File: src/rtl/card_dealer.sv
// Deck reader: fetches one card per request from the shuffled deck RAM in address order,
// tracks the top-of-deck pointer, and flags exhaustion and illegal card codes.
module card_dealer #(
  parameter int DECK_SIZE = 52,
  parameter int ADDR_W    = 6,
  parameter int DATA_W    = 4
) (
  input  logic              clk,
  input  logic              i_Reset_n,
  input  logic              i_Shuffled,
  input  logic              i_NewDeck,
  input  logic              i_DealReq,
  input  logic [DATA_W-1:0] i_MemData,
  output logic [ADDR_W-1:0] o_Address,
  output logic              o_MemClk,
  output logic [DATA_W-1:0] o_Card,
  output logic              o_CardValid,
  output logic              o_CardErr,
  output logic              o_Ready,
  output logic              o_DeckEmpty,
  output logic [ADDR_W-1:0] o_CardsLeft
);

  localparam int MAX_CODE = 13;

  typedef enum logic [2:0] {
    S_WAIT, S_READY, S_SET, S_READ, S_CAP, S_PRES, S_EMPTY
  } state_t;

  state_t            state, nxt;
  logic [ADDR_W-1:0] ptr, ptr_nxt, addr_q, left_q;
  logic [DATA_W-1:0] card_q;
  logic              err_q;

  always_ff @(posedge clk or negedge i_Reset_n) begin
    if (!i_Reset_n) state <= S_WAIT;
    else            state <= nxt;
  end

  always_comb begin
    nxt = state;
    if (i_NewDeck) nxt = S_WAIT;
    else begin
      case (state)
        S_WAIT:  if (i_Shuffled) nxt = S_READY;
        S_READY: if (i_DealReq)  nxt = S_SET;
        S_SET:   nxt = S_READ;
        S_READ:  nxt = S_CAP;
        S_CAP:   nxt = S_PRES;
        S_PRES:  nxt = (ptr == ADDR_W'(DECK_SIZE - 1)) ? S_EMPTY : S_READY;
        S_EMPTY: nxt = S_EMPTY;
        default: nxt = S_WAIT;
      endcase
    end
  end

  // New deck rewinds even when it collides with the post-present increment
  always_comb begin
    ptr_nxt = ptr;
    if (i_NewDeck)            ptr_nxt = '0;
    else if (state == S_PRES) ptr_nxt = ptr + 1'b1;
  end

  always_ff @(posedge clk or negedge i_Reset_n) begin
    if (!i_Reset_n) begin
      ptr    <= '0;
      addr_q <= '0;
      left_q <= ADDR_W'(DECK_SIZE);
      card_q <= '0;
      err_q  <= 1'b0;
    end else begin
      ptr    <= ptr_nxt;
      left_q <= ADDR_W'(DECK_SIZE) - ptr_nxt;
      if (state == S_READY && i_DealReq && !i_NewDeck) addr_q <= ptr;
      if (state == S_CAP && !i_NewDeck) begin
        card_q <= i_MemData;
        err_q  <= (i_MemData == '0) || (i_MemData > DATA_W'(MAX_CODE));
      end
    end
  end

  always_comb begin
    o_Address   = addr_q;
    o_MemClk    = (state == S_READ);
    o_Card      = card_q;
    o_CardValid = (state == S_PRES);
    o_CardErr   = err_q && (state == S_PRES);
    o_Ready     = (state == S_READY);
    o_DeckEmpty = (state == S_EMPTY);
    o_CardsLeft = left_q;
  end

endmodule

File: config.mk
export PLATFORM = sky130hd
export DESIGN_NAME = card_dealer
export DESIGN_NICKNAME = d
export VERILOG_FILES = /design/src/rtl/card_dealer.sv
export SDC_FILE = /design/constraint.sdc
export NUM_CORES = 1
export LEC_CHECK = 0
export CORE_ASPECT_RATIO = 1.5
export CORE_MARGIN = 2
export CORE_UTILIZATION = 52
export DETAILED_ROUTE_END_ITERATION = 7
export DONT_BUFFER_PORTS = 1
export PLACE_DENSITY = 0.67
export SKIP_CTS_REPAIR_TIMING = 1
export SKIP_LAST_GASP = 1
export SLEW_MARGIN = 20
export SYNTH_ARGS = -nofsm -noshare
export SYNTH_HDL_FRONTEND = slang
export SYNTH_SLANG_ARGS = --single-unit
File: constraint.sdc
create_clock -name clk -period 2.2 [get_ports clk]
set_input_delay 0.11 -clock clk [delete_from_list [all_inputs] [get_ports clk]]
set_output_delay 0.11 -clock clk [all_outputs]
set_load 0.1 [all_outputs]
==> results of run 1 <==
[critical path, cell delays in order, from the launching register on]
cell      delay [ns]
dfrtp_1         0.64
nand3b_4        0.14
inv_2           0.10
buf_4           0.31
and2_1          0.18
buf_4           0.28
[power groups by stage]
stage | registers (W) | clock network [W] | logic (W)
2_1_floorplan | 0.000710 | 0 | 0.000100
3_3_place_gp | 0.000534 | 0 | 0.000328
3_5_place_dp | 0.000535 | 0 | 0.000331
4_1_cts | 0.000526 | 0.000201 | 0.000331
5_1_grt | 0.000532 | 0.000220 | 0.000371
6_report | 0.000526 | 0.000195 | 0.000355
[worst paths after layout]
| path | startpoint | end | slack, ns | depth (start not counted) |
|---|---|---|---|---|
| max | state[2] | o_CardErr | 0.12 | 5 |
| min | i_NewDeck | state[0] | 0.002 | 3 |
| max reg2reg | state[2] | o_CardsLeft[5] | 0.37 | 7 |
| min reg2reg | err_q | err_q | 0.54 | 2 |
| max in group asynchronous | i_Reset_n | o_CardsLeft[2] | 1.76 | 2 |
| min in group asynchronous | i_Reset_n | o_Address[2] | 0.21 | 2 |
[per-layer routing]
| layer | vias to the layer above | track usage (%) |
|---|---|---|
| met1 | 396 | 22.0 |
| met2 | 24 | 31.8 |
| li1 | 397 | - |
| met3 | 4 | 2.87 |
| met5 | - | 0 |
| met4 | 0 | 8.71 |
[cell families after synthesis]
kind of cell | synth area share (%)
AND/OR/NAND/NOR | 17.5
flip-flops | 50.9
AO/OA/AOI/OAI | 9.62
multiplexers | 11.9
buffers and inverters | 3.74
XOR/XNOR | 4.25
adder cells (fa/ha/maj) | 2.02
[flip-flops by register name, summed over array words and instances, names as in the netlist]
signal	count
o_CardsLeft	6
o_Address	6
err_q	1
ptr	5
state	3
o_Card	4
[stage by stage]
step / setup WS (ns) / hold slack [ns] / cells
3_5_place_dp: 0.369 / -0.185 / 136
5_1_grt: 0.00142 / 0.0260 / 148
3_3_place_gp: 0.419 / -0.185 / 136
4_1_cts: 0.110 / -0.530 / 140
2_1_floorplan: 0.0917 / -0.186 / 101
6_report: 0.124 / 0.00198 / 148
[layout make-up]
| cell class | instances | area, µm² | share of cell area (%) |
|---|---|---|---|
| inverter | 5 | 18.8 | 1.26 |
| tap | 23 | 28.8 | 1.94 |
| sequential | 25 | 631 | 42.5 |
| clock buffer | 4 | 26.3 | 1.77 |
| timing repair buffer | 24 | 210 | 14.2 |
| multi-input combinational | 67 | 571 | 38.4 |
[cell usage after synthesis]
library cell,count,area (µm²)
a21oi_1,4,20.0
a21oi_4,2,32.5
a31oi_1,1,6.26
and2_1,1,6.26
and3_1,1,6.26
buf_2,1,5.00
buf_4,3,22.5
dfrtp_1,22,551
dfstp_2,3,78.8
ha_1,2,25.0
inv_1,4,15.0
inv_2,1,3.75
mux2_2,10,113
mux2_4,1,15.0
mux2i_1,2,20.0
nand2_1,3,11.3
nand2b_1,1,6.26
nand3_1,1,5.00
nand3b_1,2,15.0
nand3b_4,1,20.0
nand4b_1,1,8.76
nand4b_4,1,23.8
nor2_1,10,37.5
nor2b_1,1,6.26
nor3_1,1,5.00
nor4_1,1,6.26
nor4_4,1,21.3
o211ai_1,1,7.51
o21a_1,1,7.51
o21ai_0,2,10.0
o21ai_2,1,8.76
o311a_1,1,10.0
o31ai_1,1,7.51
o41ai_1,1,8.76
or2_2,2,12.5
or2b_1,1,7.51
or3_1,1,6.26
or3_4,1,11.3
xnor2_1,3,26.3
xor2_1,3,26.3
==> results by group, run 1 <==
Status
  – Status: finished clean

Die
  – Die footprint: 2790 µm²
  – Core Rows: 21
  – Die W: 43.8 µm
  – Starting Density: 55.4%
  – IO Count: 30
  – Core Footprint: 2230 µm²
  – Die H: 63.7 µm

Power
  – Internal: 0.000655 W
  – Reg power frac: 48.9%
  – Static leakage: ~0.76 nW
  – Power density over the cells: slightly above 700 nW/µm²
  – Net Sw Frac: about 39%
  – Maximum VDD drop: around 0.64 mV
  – P_sw: 0.000422 W
  – Logic pwr share: 33.0%
  – Clk pwr share: 18.1%
  – Total power: approximately 0.0011 W

Finish
  – Most common cell after layout, fill and taps aside: dfrtp_1
  – Most frequent cells in the layout: 21 x dfrtp_1, 16 x buf_4, 10 x mux2_2
  – Share of layout cells above drive strength 1: 37.6%
  – Fin nets: 137
  – Antenna cells: 0
  – Core Util, Final: 66.5%
  – Area Growth Syn to Fin: 20.1%
  – Fillers: 170
  – Fin area: 1490 µm²

Clock tree
  – Root Driver: clkbuf_4
  – CTS Buffer Depth: 2
  – Sink Count: 25
  – TritonCTS clock tree: yes
  – Clk_lat worst skew: 0.31 ns
  – # H-tree levels: 1
  – CTS buffer count: 3
  – Reg clk slew, reported paths: 0.13 ns

Hold path
  – Worst min path class: input port to flop

GRT
  – First-pass GRT wire length: roughly 4000 µm
  – GRT overflow: 0
  – Vias in the first global route: 829
  – All-layer global routing usage: 18.6%
  – Initial antenna violation count: 0
  – Largest net degree at the start of global routing: 26

Timing
  – F_max: roughly 0.48 GHz
  – Unrepaired setup endpoints after global routing: false
  – Final min period: ~2.1 ns
  – Final setup fails: 0
  – Slew margin rel.: 42.3%
  – Fin crit share: approximately 94%
  – Setup TNS: 0 ns
  – Slew @ Worst Pin: 0.866 ns
  – Final Hold Viols: 0
  – Fin Clk Skew: 0.00691 ns
  – Fin. max-slew vios: 0

Worst setup path
  – Critical setup path kind: flop to primary output
  – Worst setup EP type: primary output
  – CP Data Arrival Time: 1.97 ns
  – Critical Path Source Type: flop
  – Worst-path fanout max: 9
  – Worst endpoint required time: 2.09 ns

Yosys
  – Post-synthesis instance total: around 100
  – Post-Syn Area: 1240 µm²
  – Post-synthesis average cell area: 12.2 µm²
  – Synth Net Count: around 110
  – Yosys cell types: 40
  – Synth Register Bits: 25
  – Synth Warn #: 0
  – Sequential element share of the synthesized area: between 50 and 60%

Detailed routing
  – Wire length on met1: 872 µm
  – 1st-iter DRT viols: 17
  – WL per Instance: about 16 µm
  – Highest Signal Layer: met4
  – WL met3: 112 µm
  – ANT nets after route: 0
  – Total Wirelength: about 2300 µm
  – Met2 wire length: 1270 µm
  – DRC Markers: 0
  – DR vias: 821
  – TritonRoute pass-1 iters: 4
  – Via/cell ratio: approximately 5.5

Place
  – DP Area: 1370 µm²
  – # port buffers: 0
  – HPWL Detailed: 1760 µm
  – Routability congestion estimate: between 0.8 and 0.9

Run
  – Count of max-cap constraint violations: 0
(Power assumes the default switching activity.)
==> run 2: changes to the inputs <==
SETUP_SLACK_MARGIN = 0.4   (was unset)
==> run 2 against run 1 <==
  * The flow now finishes with violations (hold timing)
  * Critical endpoint is now o_CardsLeft[4]
  * Maximum frequency up 20%
  * Cell area increased by 5.8%
  * Flip-flop and latch count did not move
  * Routed wire length rose by 10%
  * Clock power is 4% higher
  * First-iteration DRC count rose by 5.9%
  * Clock skew is 0.0025 ns higher
  * Worst hold slack got worse by 0.011 ns
  * Count of clock-buffer cells in the layout unchanged
==> results by group, run 2 (synthesis gave the netlist of run 1 again) <==
Die
  – IO Count: 30
  – Core Footprint: around 2200 µm²
  – Die footprint: 2790 µm²
  – Die H: 63.7 µm
  – Die W: roughly 44 µm
  – Starting Density: between 50 and 60%
  – Core Rows: 21

GRT
  – Initial antenna violation count: 0
  – All-layer global routing usage: approximately a fifth
  – GRT overflow: 0
  – Largest net degree at the start of global routing: 26
  – First-pass GRT wire length: 3950 µm
  – Vias in the first global route: 887

Worst setup path
  – Worst setup EP type: flop
  – Critical Path Source Type: flop
  – Worst-path fanout max: 6
  – CP Data Arrival Time: 1.98 ns
  – Critical setup path kind: flop to flop
  – Worst endpoint required time: 2.45 ns

Clock tree
  – # H-tree levels: 1
  – CTS buffer count: 3
  – Root Driver: clkbuf_4
  – Reg clk slew, reported paths: between 0.1 and 0.15 ns
  – Sink Count: 25
  – TritonCTS clock tree: yes
  – CTS Buffer Depth: 2
  – Clk_lat worst skew: 0.32 ns

Detailed routing
  – DRC Markers: 0
  – WL per Instance: 16.5 µm
  – 1st-iter DRT viols: 18
  – DR vias: 861
  – Via/cell ratio: 5.59
  – ANT nets after route: 0
  – Total Wirelength: 2550 µm
  – TritonRoute pass-1 iters: 4

Timing
  – Unrepaired setup endpoints after global routing: false
  – Fin. max-slew vios: 0
  – Fin crit share: 78.8%
  – Final min period: between 1.5 and 2 ns
  – F_max: 0.577 GHz
  – Fin Clk Skew: 0.00944 ns
  – Final setup fails: 0
  – Fin Hold WS: -0.00914 ns
  – Slew @ Worst Pin: 0.866 ns
  – Setup TNS: 0 ns
  – Final Hold Viols: 1
  – Slew margin rel.: around 42%

Place
  – Routability congestion estimate: just under 0.8
  – HPWL Detailed: 1820 µm
  – Placed Cells incl. Taps: about 140
  – # port buffers: 0

Finish
  – Fin nets: between 100 and 150
  – Area Growth Syn to Fin: 27.1%
  – Layout Cells excl Fill: 154
  – Most common cell after layout, fill and taps aside: buf_4
  – Antenna cells: 0
  – Share of layout cells above drive strength 1: 46.6%
  – Most frequent cells in the layout: 22 x buf_4, 19 x dfrtp_1, 10 x mux2_2

Run
  – Count of max-cap constraint violations: 0

Status
  – Status: finished with violations
  – Failing checks: hold timing

Power
  – Static leakage: 0.786 nW
  – Power density over the cells: about 700 nW/µm²
  – Total power: 0.00110 W
  – Maximum VDD drop: between 0.7 and 0.8 mV

Hold path
  – Worst min path class: input port to flop
-- run 2: cell count changes in the layout (fill, tap and decap cells not counted), sizes merged --
cell    previous run  this run
buf               17        23
clkinv             0         1
inv                5         4
-- run 2: critical path: stages, from the launching register on --
cell	delay (ns)
dfrtp_2	0.46
nand3b_4	0.22
clkinv_8	0.16
mux2i_1	0.09
or2_2	0.29
ha_2	0.18
inv_2	0.06
a21oi_2	0.05
xor2_1	0.16
-- run 2: per-stage QoR --
stage	hold slack (ns)	setup slack [ns]	util, %	cell area [µm²]
finish	-0.00914	0.466	70.4	1570
global route	-0.000960	0.403	70.4	1570
CTS	-0.536	0.305	63.4	1420
detailed placement	-0.185	0.362	62.2	1390
global placement	-0.185	0.387	62.2	1390
floorplan	-0.186	0.308	-	1260
-- run 2: power by group --
group / leakage, nW / switching [W] / internal, W / total, W
clock network: 0.0150 / 0.000132 / 0.0000709 / 0.000203
logic: 0.446 / 0.000282 / 0.0000987 / 0.000381
registers: 0.324 / 0.0000199 / 0.000498 / 0.000518
-- run 2: final cells by class --
class | instances | area, µm²
Multi-Input combinational cell | 67 | 597
Timing Repair Buffer | 30 | 255
Fill cell | 178 | 662
Tap cell | 23 | 28.8
Inverter | 5 | 31.3
Sequential cell | 25 | 633
Clock buffer | 4 | 26.3
-- run 2: final timing paths --
check                      slack, ns      start  cells past startpoint             end
max                             0.47   state[1]                      8  o_CardsLeft[4]
min                           -0.009  i_NewDeck                      2           err_q
max reg2reg                     0.47   state[1]                      8  o_CardsLeft[4]
min reg2reg                     0.54      err_q                      2           err_q
max in group asynchronous       1.76  i_Reset_n                      2  o_CardsLeft[2]
min in group asynchronous       0.20  i_Reset_n                      2    o_Address[2]
-- run 2: per-layer routing --
metal | wire, µm | vias up | global-route usage (%)
met5 | 0 | - | 0
met4 | 37 | 0 | 8.71
met3 | 124 | 8 | 3.15
met2 | 1420 | 26 | 33.1
met1 | 964 | 416 | 21.1
li1 | - | 411 | -
==> run 3: changes to the inputs <==
clock period = 1.67 ns   (was 2.2 ns; I/O delays follow)
==> run 3 against run 2 <==
  * The run still ends with hold timing left
  * Sequential share of layout area down 6.5 points
  * Sequential power up 34%
  * First-iteration DRC count down 33%
  * Worst hold slack worse by 0.18 ns
  * Largest power group unchanged
  * Flip-flop and latch count unchanged
  * Non-clock buffer count up 16
  * Clock skew down 0.00051 ns
  * Register-to-register slack worse by 0.44 ns
==> results by group, run 3 (synthesis gave the netlist of run 1 again) <==
GRT
  – First-pass GRT wire length: 3920 µm
  – Vias in the first global route: 897
  – GRT overflow: 0
  – Largest net degree at the start of global routing: 26
  – All-layer global routing usage: 18.6%
  – Initial antenna violation count: 0

Place
  – Routability congestion estimate: approximately 0.85
  – HPWL Detailed: 1800 µm
  – Placed Cells incl. Taps: 144
  – # port buffers: 0

Worst setup path
  – CP Launch Point: state[1]
  – Worst-path fanout max: 6
  – CP Cell Sequence: nand3b_4 -> inv_12 -> mux2i_2 -> or2_4 -> ha_4 -> inv_2 -> a21oi_2 -> xor2_1
  – Critical setup path kind: flop to flop
  – CP Data Arrival Time: 1.89 ns
  – Worst reg2reg setup slack: about 0.03 ns
  – Crit-path max cell delay: 0.44 ns
  – Critical Path Source Type: flop
  – Slowest stage cell, crit path: dfrtp_2
  – Worst reg2reg path startpoint: state[1]
  – R2r endpoint: o_CardsLeft[4]
  – Register-to-Register Path Depth: 8
  – Worst setup EP type: flop
  – Worst setup path end: o_CardsLeft[4]
  – Worst endpoint required time: about 1.9 ns

Finish
  – Area Growth Syn to Fin: 51.4%
  – Antenna cells: 0
  – Most common cell after layout, fill and taps aside: buf_4
  – Share of layout cells above drive strength 1: 60.5%
  – Layout Cells excl Fill: 170
  – Fin nets: 159
  – Most frequent cells in the layout: 25 x buf_4, 20 x dfrtp_1, 9 x buf_6

Status
  – Failing checks: hold timing
  – Status: finished with violations

Power
  – Net Sw Frac: 39.0%
  – P_sw: 0.000592 W
  – Power density over the cells: 811 nW/µm²
  – Logic pwr share: between 30 and 40%
  – Clk pwr share: roughly 18%
  – Reg power frac: 45.5%
  – Total power: 0.00152 W
  – Internal: 0.000927 W
  – Maximum VDD drop: 0.959 mV
  – Static leakage: ~0.91 nW

Run
  – Count of max-cap constraint violations: 0

Clock tree
  – Root Driver: clkbuf_4
  – CTS buffer count: 3
  – Reg clk slew, reported paths: 0.14 ns
  – Clk_lat worst skew: 0.31 ns
  – Sink Count: 25
  – CTS Buffer Depth: 2
  – TritonCTS clock tree: yes
  – # H-tree levels: 1

Timing
  – Final setup fails: 0
  – Fin Hold WS: -0.185 ns
  – Slew margin rel.: approximately 67%
  – Unrepaired setup endpoints after global routing: true
  – Fin. max-slew vios: 0
  – Final min period: 1.64 ns
  – Slew @ Worst Pin: between 0.4 and 0.5 ns
  – Final Hold Viols: 11
  – Fin Clk Skew: 0.00892 ns
  – Fin crit share: a little over nine tenths
  – F_max: 0.610 GHz

Detailed routing
  – DR vias: 949
  – DRC Markers: 0
  – ANT nets after route: 0
  – Via/cell ratio: 5.58
  – WL per Instance: 17.4 µm
  – TritonRoute pass-1 iters: 4
  – 1st-iter DRT viols: 12
  – Total Wirelength: 2960 µm

Die
  – IO Count: 30
  – Core Footprint: 2230 µm²
  – Die footprint: 2790 µm²
  – Core Rows: 21
  – Die H: 63.7 µm
  – Die W: 43.8 µm
  – Starting Density: 55.4%

Hold path
  – Worst min path class: input port to flop
  – Hold path depth: 1
run 3: cell count changes in the layout (fill, tap and decap cells not counted), sizes merged:
cell,previous run,this run
clkbuf,4,3
dlygate4sd3,7,6
inv,4,5
buf,23,40
run 3: through the flow:
stage / setup TNS, ns / setup WS (ns) / util, % / instance area [µm²]
floorplan: -1.33 / -0.222 / - / 1310
global placement: 0 / 0.0681 / 67.7 / 1510
detailed placement: 0 / 0.0502 / 67.7 / 1510
CTS: -0.0229 / -0.0229 / 68.9 / 1540
global route: -0.0815 / -0.0614 / 83.8 / 1870
finish: 0 / 0.0302 / 83.8 / 1870
run 3: cell type report:
class	count	area (µm²)
tap	23	28.8
timing repair buffer	46	464
multi-input combinational	67	683
clock inverter	1	5.00
clock buffer	3	22.5
sequential	25	632
fill	117	362
inverter	5	36.3
run 3: critical path: cells and delay by family (launching register included):
| kind | cells | cell delay, ns |
|---|---|---|
| adder cells (fa/ha/maj) | 1 | 0.12 |
| buffers and inverters | 2 | 0.14 |
| AND/OR/NAND/NOR | 2 | 0.39 |
| AO/OA/AOI/OAI | 1 | 0.11 |
| multiplexers | 1 | 0.23 |
| XOR/XNOR | 1 | 0.16 |
| flip-flops | 1 | 0.44 |
run 3: worst min path at each step:
stage	start	slack (ns)	to
4_1_cts	i_Reset_n	-0.58	o_Address[5]
3_3_place_gp	i_Reset_n	-0.21	o_Address[5]
5_1_grt	i_NewDeck	-0.20	ptr[3]
6_report	i_NewDeck	-0.18	state[1]
2_1_floorplan	i_Reset_n	-0.21	err_q
3_5_place_dp	i_Reset_n	-0.21	o_Address[5]
run 3: routing by layer:
layer	GRT usage (%)	up-vias	wire, µm
li1	-	447	-
met1	21.8	468	1190
met2	32.4	27	1600
met3	2.58	7	102
met4	7.95	0	63
met5	0	-	0
run 3: power by group through the flow:
stage	registers (W)	clock network, W	logic (W)
global placement	0.000697	0	0.000460
detailed placement	0.000699	0	0.000464
floorplan	0.000937	0	0.000141
global route	0.000697	0.000298	0.000584
CTS	0.000688	0.000280	0.000464
finish	0.000692	0.000265	0.000562
